==> src/rtl/prog_loader.sv <==
// Framed byte-stream program loader: SYNC, LEN, data[, CHK] into program memory, CPU held in reset until done.
// Optional checksum byte enabled by defining PROG_LOADER_CHECKSUM_EN.
module prog_loader #(
  parameter int unsigned ADDR_W         = 8,
  parameter logic [7:0]  SYNC_BYTE      = 8'hA5,
  parameter int unsigned TIMEOUT_CYCLES = 1000000
) (
  input  logic              clk,
  input  logic              rst,
  input  logic [7:0]        rx_data,
  input  logic              rx_valid,
  output logic              rx_ready,
  output logic [ADDR_W-1:0] mem_addr,
  output logic [7:0]        mem_wdata,
  output logic              mem_we,
  output logic              cpu_rst_n,
  output logic              load_busy,
  output logic              load_done,
  output logic              load_err
);

  localparam int unsigned   TW       = $clog2(TIMEOUT_CYCLES + 1);
  localparam logic [TW-1:0] TMO_LAST = TW'(TIMEOUT_CYCLES - 1);

  typedef enum logic [2:0] {
    S_IDLE,
    S_LEN,
    S_DATA,
    S_CHK,
    S_REL
  } state_e;

`ifdef PROG_LOADER_CHECKSUM_EN
  localparam state_e LAST_ST    = S_CHK;
  localparam logic   READY_LAST = 1'b1;
`else
  localparam state_e LAST_ST    = S_REL;
  localparam logic   READY_LAST = 1'b0;
`endif

  state_e              state_q;
  logic [7:0]          cnt_q;
  logic [7:0]          ptr_q;
  logic [TW-1:0]       tmo_q;
  logic [TW-1:0]       tmo_d;
  logic                rx_ready_q;
  logic [ADDR_W-1:0]   addr_q;
  logic [7:0]          wdata_q;
  logic                we_q;
  logic                cpu_q;
  logic                busy_q;
  logic                done_q;
  logic                err_q;
`ifdef PROG_LOADER_CHECKSUM_EN
  logic [7:0]          sum_q;
  logic [7:0]          sum_d;
`endif

  logic acc;
  logic in_frame;
  logic tmo_fire;

  assign acc      = rx_valid & rx_ready_q;
  assign in_frame = (state_q == S_LEN) |
                    (state_q == S_DATA) |
                    (state_q == S_CHK);
  assign tmo_d    = acc ? '0 : tmo_q + 1'b1;
  assign tmo_fire = in_frame & ~acc & (tmo_q == TMO_LAST);
`ifdef PROG_LOADER_CHECKSUM_EN
  assign sum_d    = sum_q + rx_data;
`endif

  always_ff @(posedge clk) begin
    if (!rst) begin
      state_q    <= S_IDLE;
      cnt_q      <= 8'd0;
      ptr_q      <= 8'd0;
      tmo_q      <= '0;
      rx_ready_q <= 1'b1;
      addr_q     <= '0;
      wdata_q    <= 8'd0;
      we_q       <= 1'b0;
      cpu_q      <= 1'b0;
      busy_q     <= 1'b0;
      done_q     <= 1'b0;
      err_q      <= 1'b0;
`ifdef PROG_LOADER_CHECKSUM_EN
      sum_q      <= 8'd0;
`endif
    end else begin
      we_q   <= 1'b0;
      done_q <= 1'b0;
      tmo_q  <= in_frame ? tmo_d : '0;
      if (tmo_fire) begin
        state_q <= S_IDLE;
        err_q   <= 1'b1;
        busy_q  <= 1'b0;
      end else begin
        unique case (state_q)
          S_IDLE: begin
            if (acc && rx_data == SYNC_BYTE) begin
              state_q <= S_LEN;
              err_q   <= 1'b0;
              cpu_q   <= 1'b0;
              busy_q  <= 1'b1;
            end
          end
          S_LEN: begin
            if (acc) begin
              cnt_q <= rx_data;
              ptr_q <= 8'd0;
`ifdef PROG_LOADER_CHECKSUM_EN
              sum_q <= rx_data;
`endif
              if (rx_data == 8'd0) begin
                state_q    <= LAST_ST;
                rx_ready_q <= READY_LAST;
              end else begin
                state_q <= S_DATA;
              end
            end
          end
          S_DATA: begin
            if (acc) begin
              we_q    <= 1'b1;
              addr_q  <= ADDR_W'(ptr_q);
              wdata_q <= rx_data;
              ptr_q   <= ptr_q + 8'd1;
              cnt_q   <= cnt_q - 8'd1;
`ifdef PROG_LOADER_CHECKSUM_EN
              sum_q   <= sum_d;
`endif
              if (cnt_q == 8'd1) begin
                state_q    <= LAST_ST;
                rx_ready_q <= READY_LAST;
              end
            end
          end
          S_CHK: begin
`ifdef PROG_LOADER_CHECKSUM_EN
            if (acc) begin
              if (rx_data == sum_q) begin
                state_q    <= S_REL;
                rx_ready_q <= 1'b0;
              end else begin
                state_q <= S_IDLE;
                err_q   <= 1'b1;
                busy_q  <= 1'b0;
              end
            end
`else
            state_q <= S_IDLE;
`endif
          end
          S_REL: begin
            state_q    <= S_IDLE;
            rx_ready_q <= 1'b1;
            cpu_q      <= 1'b1;
            done_q     <= 1'b1;
            busy_q     <= 1'b0;
          end
          default: state_q <= S_IDLE;
        endcase
      end
    end
  end

  assign rx_ready  = rx_ready_q;
  assign mem_addr  = addr_q;
  assign mem_wdata = wdata_q;
  assign mem_we    = we_q;
  assign cpu_rst_n = cpu_q;
  assign load_busy = busy_q;
  assign load_done = done_q;
  assign load_err  = err_q;

endmodule

==> config.mk <==
export PLATFORM = sky130hd
export DESIGN_NAME = prog_loader
export DESIGN_NICKNAME = d
export VERILOG_FILES = /design/src/rtl/prog_loader.sv
export SDC_FILE = /design/constraint.sdc
export NUM_CORES = 1
export LEC_CHECK = 0
export ABC_AREA = 1
export CAP_MARGIN = 5
export CORE_MARGIN = 10
export CORE_UTILIZATION = 40
export CTS_CLUSTER_DIAMETER = 150
export DETAILED_ROUTE_END_ITERATION = 7
export MAX_ROUTING_LAYER = met4
export REMOVE_ABC_BUFFERS = 1
export SETUP_SLACK_MARGIN = 0.5
export SLEW_MARGIN = 20
export SYNTH_ARGS = -nofsm -noshare
export SYNTH_HDL_FRONTEND = slang
export SYNTH_SLANG_ARGS = --single-unit
==> constraint.sdc <==
create_clock -name clk -period 3.97 [get_ports clk]
set_input_delay 0.5955 -clock clk [delete_from_list [all_inputs] [get_ports clk]]
set_output_delay 0.5955 -clock clk [all_outputs]
set_load 0.005 [all_outputs]
==> results of run 1 <==
-- metrics by stage --
| stage | worst slack (ns) | hold WS, ns |
|---|---|---|
| 6_report | 2.14 | 0.465 |
| 5_1_grt | 1.98 | 0.479 |
| 4_1_cts | 2.13 | 0.466 |
| 3_5_place_dp | 1.78 | 0.456 |
| 3_3_place_gp | 1.80 | 0.456 |
| 2_1_floorplan | 2.45 | 0.447 |
-- cell type report --
type | instances | area, µm² | area share
Clock buffer | 11 | 141 | 0.0401
Sequential cell | 61 | 1220 | 0.347
Inverter | 39 | 150 | 0.0426
Clock inverter | 5 | 50.0 | 0.0142
Tap cell | 99 | 124 | 0.0352
Timing Repair Buffer | 33 | 328 | 0.0931
Multi-Input combinational cell | 320 | 1510 | 0.428
-- cells by family after synthesis --
group                    share of synthesized area
flip-flops                                   0.414
AO/OA/AOI/OAI                                0.121
AND/OR/NAND/NOR                              0.361
buffers and inverters                       0.0751
adder cells (fa/ha/maj)                     0.0170
XOR/XNOR                                    0.0119
-- layer usage --
metal / global-route usage / vias to the layer above
li1: - / 1450
met1: 0.166 / 1248
met2: 0.205 / 46
met3: 0.0268 / 16
met4: 0.0696 / 0
met5: - / -
-- power by group through the flow --
| stage | sequential (mW) | combinational, mW | clock [mW] |
|---|---|---|---|
| final | 0.633 | 0.129 | 0.551 |
| after global routing | 0.635 | 0.149 | 0.588 |
| after CTS | 0.633 | 0.130 | 0.560 |
| after detailed placement | 0.647 | 0.129 | 0 |
| after global placement | 0.647 | 0.129 | 0 |
| after floorplan | 0.645 | 0.0829 | 0 |
-- flip-flops by register name, indices dropped and copies added (netlist names) --
| name | cells |
|---|---|
| cpu_rst_n | 1 |
| ptr_q | 8 |
| mem_wdata | 8 |
| cnt_q | 8 |
| load_err | 1 |
| tmo_q | 20 |
| rx_ready | 1 |
| mem_addr | 8 |
| mem_we | 1 |
| load_busy | 1 |
| state_q | 3 |
| load_done | 1 |
-- critical path, cell delays in order --
cell	delay, ns
clkdlybuf4s50_1	0.72
inv_1	0.15
nor2_4	0.23
inv_2	0.15
a21oi_1	0.14
o21a_1	0.12
-- Yosys cell counts (all sizes together) --
cell type	number	area [µm²]
or2	2	12.5
o22ai	2	12.5
nor3	8	45.0
buf	8	63.8
clkbuf	2	7.51
dfxtp	61	1220
ha	4	50.1
o21a	1	7.51
nor2	82	323
nand3	26	140
nand4	6	37.5
o21ai	17	88.8
clkinv	1	5.00
a31oi	1	6.26
xor2	1	8.76
a21oi	41	205
nor3b	2	15.0
nand2	117	469
xnor2	3	26.3
o211a	2	20.0
a31o	2	17.5
nand3b	3	22.5
inv	38	145
-- worst paths after layout --
check                            startpoint          end  slack, ns  cells after the start
worst max register to register     tmo_q[0]    tmo_q[18]       2.22                      8
worst min-delay path            mem_addr[1]  mem_addr[1]       0.47                      2
worst min register to register  mem_addr[1]  mem_addr[1]       0.47                      2
worst max-delay path                    rst     tmo_q[8]       2.14                      6
==> impl_metrics.csv, run 1 <==
group,metric,value,unit
outcome,status,"complete, no violations",
yosys,synth_seq_cells,61,
cells_and_area,antenna_cells,0,
critical_path,worst_setup_path_start_kind,"input pin",
timing,max_slew_margin,0.721,
yosys,seq_area_frac_synth,0.414,
power_and_ir_drop,ir_drop,0.000167,V
clock_tree,path_clk_slew,0.07,ns
job,drv_cap,0,
cells_and_area,fillers,762,
drt,vias,2760,
yosys,avgSynthCellArea,6.86,µm²
floorplanning,die_area,11200,µm²
critical_path,path_max_fanout,13,
cells_and_area,post-route-util,0.488,
clock_tree,post_cts_buffers,0,
global_routing,globalRouteTotalUtil,0.135,
clock_tree,clk_latency,0.34,ns
floorplanning,row_count,31,
clock_tree,cts_buffers,9,
place,io_buffers,32,
drt,drt_iter0_markers,106,
timing,setup_violations,0,
power_and_ir_drop,seq_power_share,0.482,
clock_tree,cts_resized,0,
clock_tree,ctsRootBufferMaster,"clkbuf_8",
power_and_ir_drop,power_switching,0.340,mW
power_and_ir_drop,sw_frac_of_total,0.259,
clock_tree,cts_hold_buf,0,
drt,antenna_left,0,
drt,wl_met3,223,µm
power_and_ir_drop,power.density,373,nW/µm²
clock_tree,clk_path_buf_depth,2,
timing,period_share,0.460,
cells_and_area,layout_commonest_cell,"nand2_1",
drt,wl_met1,3550,µm
clock_tree,clkSinkCount,61,
drt,wl,7070,µm
global_routing,antenna_found_initial,0,
yosys,netlist_area,2950,µm²
drt,dr.pass1.iters,4,
cells_and_area,finalNonFillerCells,568,
place,place_inst,552,
drt,route.detailed.drc,0,
floorplanning,core-area,7210,µm²
cells_and_area,nets,479,
floorplanning,ios,33,
yosys,yosysWarnings,0,
clock_tree,cts_tree,"done",
floorplanning,initial_core_util,0.409,
cells_and_area,final_cell_mix,"113 x nand2_1, 78 x nor2_1, 61 x dfxtp_1",
global_routing,grt_overflow_total,0,
timing,rsz0062_at_grt,"false",
place,hpwl,5180,µm
power_and_ir_drop,p_clk_frac,0.420,
critical_path,crit_type,"input pin to flop",
power_and_ir_drop,power_frac_comb,0.098,
clock_tree,h-tree-depth,3,
yosys,netlist_instances,430,
power_and_ir_drop,p_total,1.31,mW
timing,hold_viol_final,0,
cells_and_area,synthToLayoutAreaGrowth,19.4,%
timing,slew_viol_final,0,
timing,worstMarginPinSlew,0.417,ns
floorplanning,dieHeight,106,µm
drt,met2WireLength,3120,µm
timing,fmax,547,MHz
drt,wl_per_cell,12.5,µm
timing,period_needed,1.83,ns
cells_and_area,final_layout_size_suffix_gt1_frac,0.0789,
global_routing,grt_max_degree,24,
global_routing,grt_pass1_vias,2618,
hold_path,holdCritPathClass,"flop to flop",
timing,setup_tns,0,ns
drt,vias_per_cell,4.86,
power_and_ir_drop,p_int,0.974,mW
cells_and_area,final_cell_area,3520,µm²
power_and_ir_drop,leakage,1.27,nW
critical_path,endpoint_kind,"flop",
critical_path,arrival,2.12,ns
yosys,ys_types,34,
place,place_area,3330,µm²
place,place_congestion,0.884,
critical_path,cp.required,4.26,ns
drt,top_layer,"met4",
floorplanning,fp.dieW,106,µm
timing,clock_skew,0.00935,ns
global_routing,grt_pass1_wl,12200,µm
Note: power is estimated with default switching activity, not from simulation.
==> run 2, diff against run 1 <==
Clock period 3.97 ns to 1.8 ns, I/O delays scaled along.
==> impl_metrics.csv, run 2 (synthesis results as in run 1) <==
group,metric,value,unit
timing,period_needed,1.33,ns
power_and_ir_drop,seq_power_share,0.487,
drt,antenna_left,0,
drt,dr.pass1.iters,4,
timing,setup_tns,0,ns
place,dpl_worst_slack,0.0915,ns
floorplanning,row_count,31,
timing,period_share,0.738,
timing,clock_skew,0.0103,ns
clock_tree,clk_path_buf_depth,2,
clock_tree,cts_hold_buf,0,
critical_path,rr_startpoint,"state_q[2]",
clock_tree,cts_buffers,9,
power_and_ir_drop,sw_frac_of_total,0.264,
cells_and_area,antenna_cells,0,
cells_and_area,final_layout_size_suffix_gt1_frac,0.242,
clock_tree,cts_tree,"done",
place,hpwl,5290,µm
hold_path,hold_start,"rx_data[5]",
clock_tree,clkSinkCount,61,
hold_path,holdCritPathClass,"input pin to flop",
drt,wl,7610,µm
place,place_congestion,0.857,
critical_path,arrival,1.55,ns
outcome,status,"complete, no violations",
power_and_ir_drop,p_total,2.86,mW
clock_tree,h-tree-depth,3,
drt,drt_iter0_markers,73,
power_and_ir_drop,p_int,2.10,mW
timing,max_slew_margin,0.815,
cells_and_area,largest_reg_flops,20,
power_and_ir_drop,power_switching,0.753,mW
cells_and_area,final_cell_mix,"103 x nand2_1, 61 x nor2_1, 42 x dfxtp_1",
cells_and_area,post-route-util,0.552,
critical_path,crit_type,"flop to flop",
drt,wl_per_cell,12.8,µm
power_and_ir_drop,power_frac_comb,0.133,
power_and_ir_drop,p_clk_frac,0.380,
power_and_ir_drop,leakage,1.57,nW
cells_and_area,nets,505,
global_routing,grt_pass1_vias,2554,
drt,vias_per_cell,4.90,
critical_path,cp.required,2.03,ns
drt,route.detailed.drc,0,
global_routing,grt_max_degree,20,
place,place_inst,560,
timing,hold_viol_final,0,
cells_and_area,top_register,"tmo_q",
critical_path,endpoint_kind,"flop",
floorplanning,dieHeight,106,µm
cells_and_area,synthToLayoutAreaGrowth,35.0,%
floorplanning,core-area,7210,µm²
timing,whs,0.296,ns
global_routing,grt_overflow_total,0,
cells_and_area,final_cell_area,3980,µm²
critical_path,startpoint,"state_q[2]",
floorplanning,initial_core_util,0.409,
floorplanning,ios,33,
floorplanning,die_area,11200,µm²
timing,postLayoutSetupSlackWorst,0.472,ns
clock_tree,clk_latency,0.35,ns
power_and_ir_drop,power.density,717,nW/µm²
critical_path,path_max_fanout,6,
cells_and_area,finalNonFillerCells,594,
floorplanning,fp.dieW,106,µm
power_and_ir_drop,ir_drop,0.000308,V
job,drv_cap,0,
clock_tree,path_clk_slew,0.07,ns
critical_path,worst_setup_path_start_kind,"flop",
timing,slew_viol_final,0,
drt,vias,2911,
timing,rsz0062_at_grt,"true",
cells_and_area,layout_commonest_cell,"nand2_1",
place,io_buffers,32,
timing,worstMarginPinSlew,0.277,ns
place,place_area,3390,µm²
global_routing,grt_pass1_wl,12300,µm
clock_tree,ctsRootBufferMaster,"clkbuf_8",
timing,setup_violations,0,
global_routing,globalRouteTotalUtil,0.136,
timing,fmax,753,MHz
global_routing,antenna_found_initial,0,
[run 2: changes by cell type in the layout (fill, tap and decap cells not counted), sizes merged]
cell           delta
buf              +25
bufinv            -1
clkbuf            +4
clkdlybuf4s50    -24
clkinv            -3
dlygate4sd2      +22
dlymetal6s2s      +2
nand2             +1
[run 2: cell type report]
cell class	count	area (µm²)
clock buffers	15	166
clock inverters	1	5.00
fillers	718	3230
inverters	39	171
multi-input cells	321	1740
flip-flops and latches	61	1260
well taps	99	124
repair buffers	58	520
[run 2: power by group through the flow]
stage	Sequential, mW	Combinational, mW	Clock, mW
after floorplan	1.42	0.183	0
after global placement	1.43	0.293	0
after detailed placement	1.43	0.294	0
after CTS	1.40	0.327	1.11
after global routing	1.39	0.422	1.16
final	1.39	0.380	1.09
[run 2: metal layers]
metal	global-route usage	up-vias	wire, µm
li1	-	1509	-
met1	0.173	1335	3520
met2	0.204	58	3640
met3	0.0305	9	335
met4	0.0580	0	121
met5	-	-	0
[run 2: worst paths after layout]
kind	endpoint	slack (ns)	cells past startpoint
max	ptr_q[3]	0.47	7
min	mem_wdata[5]	0.30	3
max reg2reg	ptr_q[3]	0.47	7
min reg2reg	load_err	0.46	2
[run 2: worst max-delay path: stages, from the launching register on]
cell and delay, ns:
dfxtp_4 0.36, nor2_4 0.15, nand2_4 0.12, nand2_8 0.12
buf_12 0.11, nand2_8 0.06, o21ai_4 0.21, nor2_1 0.07
[run 2: timing repair]
item,CTS,global route
resized for setup,60,62
pin swaps,11,28
buffers inserted,8,9
setup endpoints to repair,70,43
gates cloned,0,1
==> edit 1 (config.mk and constraints of run 2) <==
Register the output `load_err` once more, with the module's reset; this adds one clock of latency there. The other outputs are not delayed to match.
--- a/src/rtl/prog_loader.sv
+++ b/src/rtl/prog_loader.sv
@@ -173,5 +173,11 @@
   assign load_busy = busy_q;
   assign load_done = done_q;
-  assign load_err  = err_q;
+  always_ff @(posedge clk) begin
+    if (!rst) begin
+      load_err <= '0;
+    end else begin
+      load_err <= err_q;
+    end
+  end
 
 endmodule
Formal check against the unedited RTL: same outputs for any inputs over 10 cycles, from zero or initial values and one cycle with rst low; that may be too few to reach the edited logic, so the function may still have changed.
==> edit 1 against run 2 <==
Power is 29% higher. Clock skew is 3.6 ps lower. Worst setup slack worse by 24 ps. Cell area is 10% higher. Sequential cell count is 1 higher. Critical path depth stayed put. Non-clock buffer count is 10 higher. Routed wire length is 11% higher. Synthesized area is 2.9% higher. Critical endpoint is now mem_addr[0].
==> edit 1: results (changes against run 2) <==
stage,metric,value,unit,change
worst_setup_path,max_stage_delay,330,ps,-30 ps
grt,globalRouteTotalUtil,0.142,,+0.00539
power_and_ir_drop,vdd_ir_drop_max,476,uV,+54%
power_and_ir_drop,cellLeakagePower,1.78,nW,+14%
routing,drt_first_pass_iters,5,,+1
routing,route.vias.total,2975,,+2.2%
grt,number_of_global_route_vias_before_repair,2762,,+8.1%
finish,flow.area_growth_from_synthesis,44.8,%,
grt,grt_first_pass_wirelength,12900,um,+5.0%
place,detailed_place_hpwl,5380,um,+1.7%
worst_setup_path,cell_with_the_largest_stage_delay_on_the_worst_path,sky130_fd_sc_hd__dfxtp_2,,
sta,clock_skew,6.67,ps,-3.63 ps
grt,grt_start_max_net_pins,26,,+30%
synth,synth.top_cells.by_count,"sky130_fd_sc_hd__nor2_1, sky130_fd_sc_hd__nand2_1, sky130_fd_sc_hd__dfxtp_1",,
synth,synth.distinct_cells,38,,+12%
sta,max_slew_headroom,0.717,,-0.0974
routing,wirelength,8440,um,+11%
synth,synth.yosys.seq_area_share,0.409,,-0.00501
worst_setup_path,critical_path_data_arrival_time,1600,ps,+50 ps
worst_setup_path,critPathMaxFanout,4,,-2
place,routabilityCongestion,0.875,,+2.1%
finish,n_fill_cell,635,,-12%
finish,drive_above_1_share,0.329,,+0.0869
synth,ys_top_cells_by_area,"sky130_fd_sc_hd__dfxtp_1, sky130_fd_sc_hd__nor2_1, sky130_fd_sc_hd__nand2_1",,
outcome,status,completed,,
-- edit 1: worst paths after layout --
check / from / to / slack (ps) / cells past startpoint
max: state_q[0] / mem_addr[0] / 450 / 7
min: rx_data[3] / mem_wdata[3] / 300 / 3
max reg2reg: state_q[0] / mem_addr[0] / 450 / 7
min reg2reg: err_q / load_err / 450 / 2
-- edit 1: cells by family after synthesis --
kind of cell | after synthesis | share of synthesized area
buffers and inverters | 52 | 0.0783
and+or+nand+nor | 233 | 0.358
DFF | 62 | 0.409
xor gates and xnor gates | 4 | 0.0115
AOI/OAI and AO/OA | 68 | 0.127
adders and majority gates | 4 | 0.0165
-- edit 1: what timing repair did --
| action | 4_1_cts | 5_1_grt |
|---|---|---|
| gates cloned | 0 | 3 |
| setup endpoints to repair | 57 | 57 |
| resized for setup | 53 | 100 |
| setup buffers | 10 | 16 |
| pin swaps | 7 | 29 |
-- edit 1: worst reg2reg max path, delay by kind of cell (launching register included) --
family | cells | cell delay (ps)
flops | 1 | 330
simple gates | 3 | 490
compound gates | 1 | 120
buf+inv | 3 | 300
-- edit 1: area by class of cell --
class	instances	area, um2	share of cell area
Multi-Input combinational cell	309	1830	0.415
Sequential cell	62	1280	0.290
Timing Repair Buffer	68	706	0.161
Inverter	42	188	0.0427
Clock buffer	10	138	0.0313
Clock inverter	6	133	0.0302
Tap cell	99	124	0.0282
Timing Repair inverter	1	6.26	0.00142
-- edit 1: per-stage QoR --
step	hold WS, ps	worst slack, ps	area (um2)	power [mW]	cells
after global placement	426	108	3470	1.89	552
after global routing	314	350	4400	3.81	597
final	297	449	4400	3.68	597
after floorplan	386	379	2960	1.71	413
after CTS	446	425	3890	3.57	578
after detailed placement	428	77.4	3470	1.89	552
-- edit 1: per-layer routing --
layer,track usage,up-vias,routed length [um]
met1,0.172,1397,4010
met5,-,-,0
li1,-,1513,-
met4,0.0580,0,125
met3,0.0425,10,366
met2,0.215,55,3940
-- edit 1: power by group --
group	switching, mW	internal, mW
Sequential	0.0428	1.42
Combinational	0.302	0.249
Clock	0.576	1.09
==> edit 2 (settings of run 2) <==
Made on the original files. Build with the macro `PROG_LOADER_CHECKSUM_EN` defined.
--- a/src/rtl/prog_loader.sv
+++ b/src/rtl/prog_loader.sv
@@ -1,4 +1,6 @@
 // Framed byte-stream program loader: SYNC, LEN, data[, CHK] into program memory, CPU held in reset until done.
 // Optional checksum byte enabled by defining PROG_LOADER_CHECKSUM_EN.
+`define PROG_LOADER_CHECKSUM_EN
+
 module prog_loader #(
   parameter int unsigned ADDR_W         = 8,
Behaviour: not the same (a bounded check fails within 4 cycles, from zero or initial values and one cycle with rst low).
==> edit 2 against run 2 <==
Cell area grew 48%. Count of clock-buffer cells in the layout shrank 6. Sequential cell count grew 8. Routed wire length grew 62%. Worst setup slack lost 200 ps. Clock power grew 32%. Synthesized area grew 27%. Die area grew 22%. Power grew 69%. Critical endpoint is now sum_q[4]. Largest cell class unchanged.
==> edit 2: results (changes against run 2) <==
stage,metric,value,unit,change
finish,nets,688,,+36%
routing,drt_first_pass_iters,5,,+1
worst_setup_path,critical_path_data_arrival_time,1820,ps,+270 ps
routing,wirelength,12300,um,+62%
outcome,status,completed,,
power_and_ir_drop,cellLeakagePower,2.47,nW,+57%
finish,n_fill_cell,775,,+7.9%
clocking,clk-insertion-delay-late,360,ps,
finish,number_of_flip_flops_under_the_largest_register_name,20,,unchanged
synth,ys_top_cells_by_area,"sky130_fd_sc_hd__dfxtp_1, sky130_fd_sc_hd__nand2_1, sky130_fd_sc_hd__nand3_1",,
place,worst_slack_at_placement,-259,ps,-350 ps
worst_setup_path,max_stage_delay,360,ps,about the same
power_and_ir_drop,cellInternalPower,3.16,mW,+50%
place,routabilityCongestion,1.02,,+19%
finish,drive_above_1_share,0.416,,+0.174
power_and_ir_drop,vdd_ir_drop_max,798,uV,+160%
worst_hold_path,timing.hold.worst.class,in2reg,,
sta,clock_skew,13.3,ps,+2.96 ps
clocking,ctsHtreeMaxLevel,3,,unchanged
grt,globalRouteTotalUtil,0.180,,+0.0434
place,detailed_place_hpwl,7560,um,+43%
worst_setup_path,critPathMaxFanout,3,,-3
sta,tightest_slew,588,ps,+311 ps
finish,largest_register,tmo_q,,
synth,synth.top_cells.by_count,"sky130_fd_sc_hd__nand2_1, sky130_fd_sc_hd__inv_1, sky130_fd_sc_hd__dfxtp_1",,
finish,n_antenna_cell,0,,unchanged
grt,number_of_global_route_vias_before_repair,4114,,+61%
synth,synth.distinct_cells,34,,unchanged
routing,detail_route.iter0.violations,272,,+270%
synth,synth.yosys.seq_area_share,0.368,,-0.0464
worst_setup_path,cell_with_the_largest_stage_delay_on_the_worst_path,sky130_fd_sc_hd__fa_2,,
synth,ys_async_sr_fraction,0,,unchanged
clocking,cts.path.max_buffers,2,,unchanged
grt,grt_first_pass_wirelength,19300,um,+57%
routing,post_drt_via_cell_ratio,5.31,,+8.3%
clocking,cts-buffers-inserted,9,,unchanged
[edit 2: final timing paths]
path,from,endpoint,slack (ps),cells after the start
min reg2reg,mem_addr[5],mem_addr[5],460,2
min,rx_data[7],mem_wdata[7],320,3
max reg2reg,sum_q[0],sum_q[4],280,8
max,sum_q[0],sum_q[4],280,8
[edit 2: repair_timing]
item / 4_1_cts / 5_1_grt
endpoints found under the hold margin: 0 / 0
setup buffers: 22 / 18
resized for setup: 160 / 151
endpoints found under the setup margin: 87 / 69
pin swaps: 49 / 50
gates cloned: 1 / 0
[edit 2: cell families after synthesis]
kind of cell	Yosys count	share of synthesized area
flip-flops	69	0.368
AND/OR/NAND/NOR	283	0.338
buffers and inverters	89	0.104
XOR/XNOR	9	0.0210
AO/OA/AOI/OAI	93	0.128
adder cells (fa/ha/maj)	12	0.0419
[edit 2: final cells by class]
| cell class | count | share of cell area |
|---|---|---|
| inverters | 75 | 0.0532 |
| clock inverters | 7 | 0.0161 |
| flip-flops and latches | 69 | 0.244 |
| clock buffers | 9 | 0.0210 |
| multi-input cells | 397 | 0.463 |
| well taps | 111 | 0.0235 |
| repair buffers | 113 | 0.179 |
[edit 2: power by group through the flow]
stage          sequential, mW  combinational (mW)  clock [mW]
6_report                 1.71                1.67        1.44
5_1_grt                  1.72                1.81        1.53
4_1_cts                  1.70                1.32        1.47
3_5_place_dp             1.71                1.01           0
3_3_place_gp             1.71                1.00           0
2_1_floorplan            1.70               0.623           0
[edit 2: worst max-delay path: cells and delay by family, from the launching register on]
family                     cells  cell delay [ps]
buffers and inverters          1               40
and+or+nand+nor                4              440
AOI/OAI and AO/OA              1              130
DFF                            1              350
adders and majority gates      2              490
[edit 2: layer usage]
metal / vias up / wire [um] / part of all wire / global-route usage
met1: 1971 / 4970 / 0.40 / 0.195
met2: 113 / 6410 / 0.52 / 0.311
li1: 2025 / - / - / -
met5: - / 0 / 0 / -
met3: 38 / 530 / 0.043 / 0.0413
met4: 0 / 436 / 0.035 / 0.0750
[edit 2: per-stage QoR]
stage               cell area [um2]  std cells  utilization
global route                   5900        781        0.642
detailed placement             4440        724        0.482
CTS                            5300        763        0.576
global placement               4440        724        0.482
floorplan                      3650        541            -
finish                         5900        781        0.642
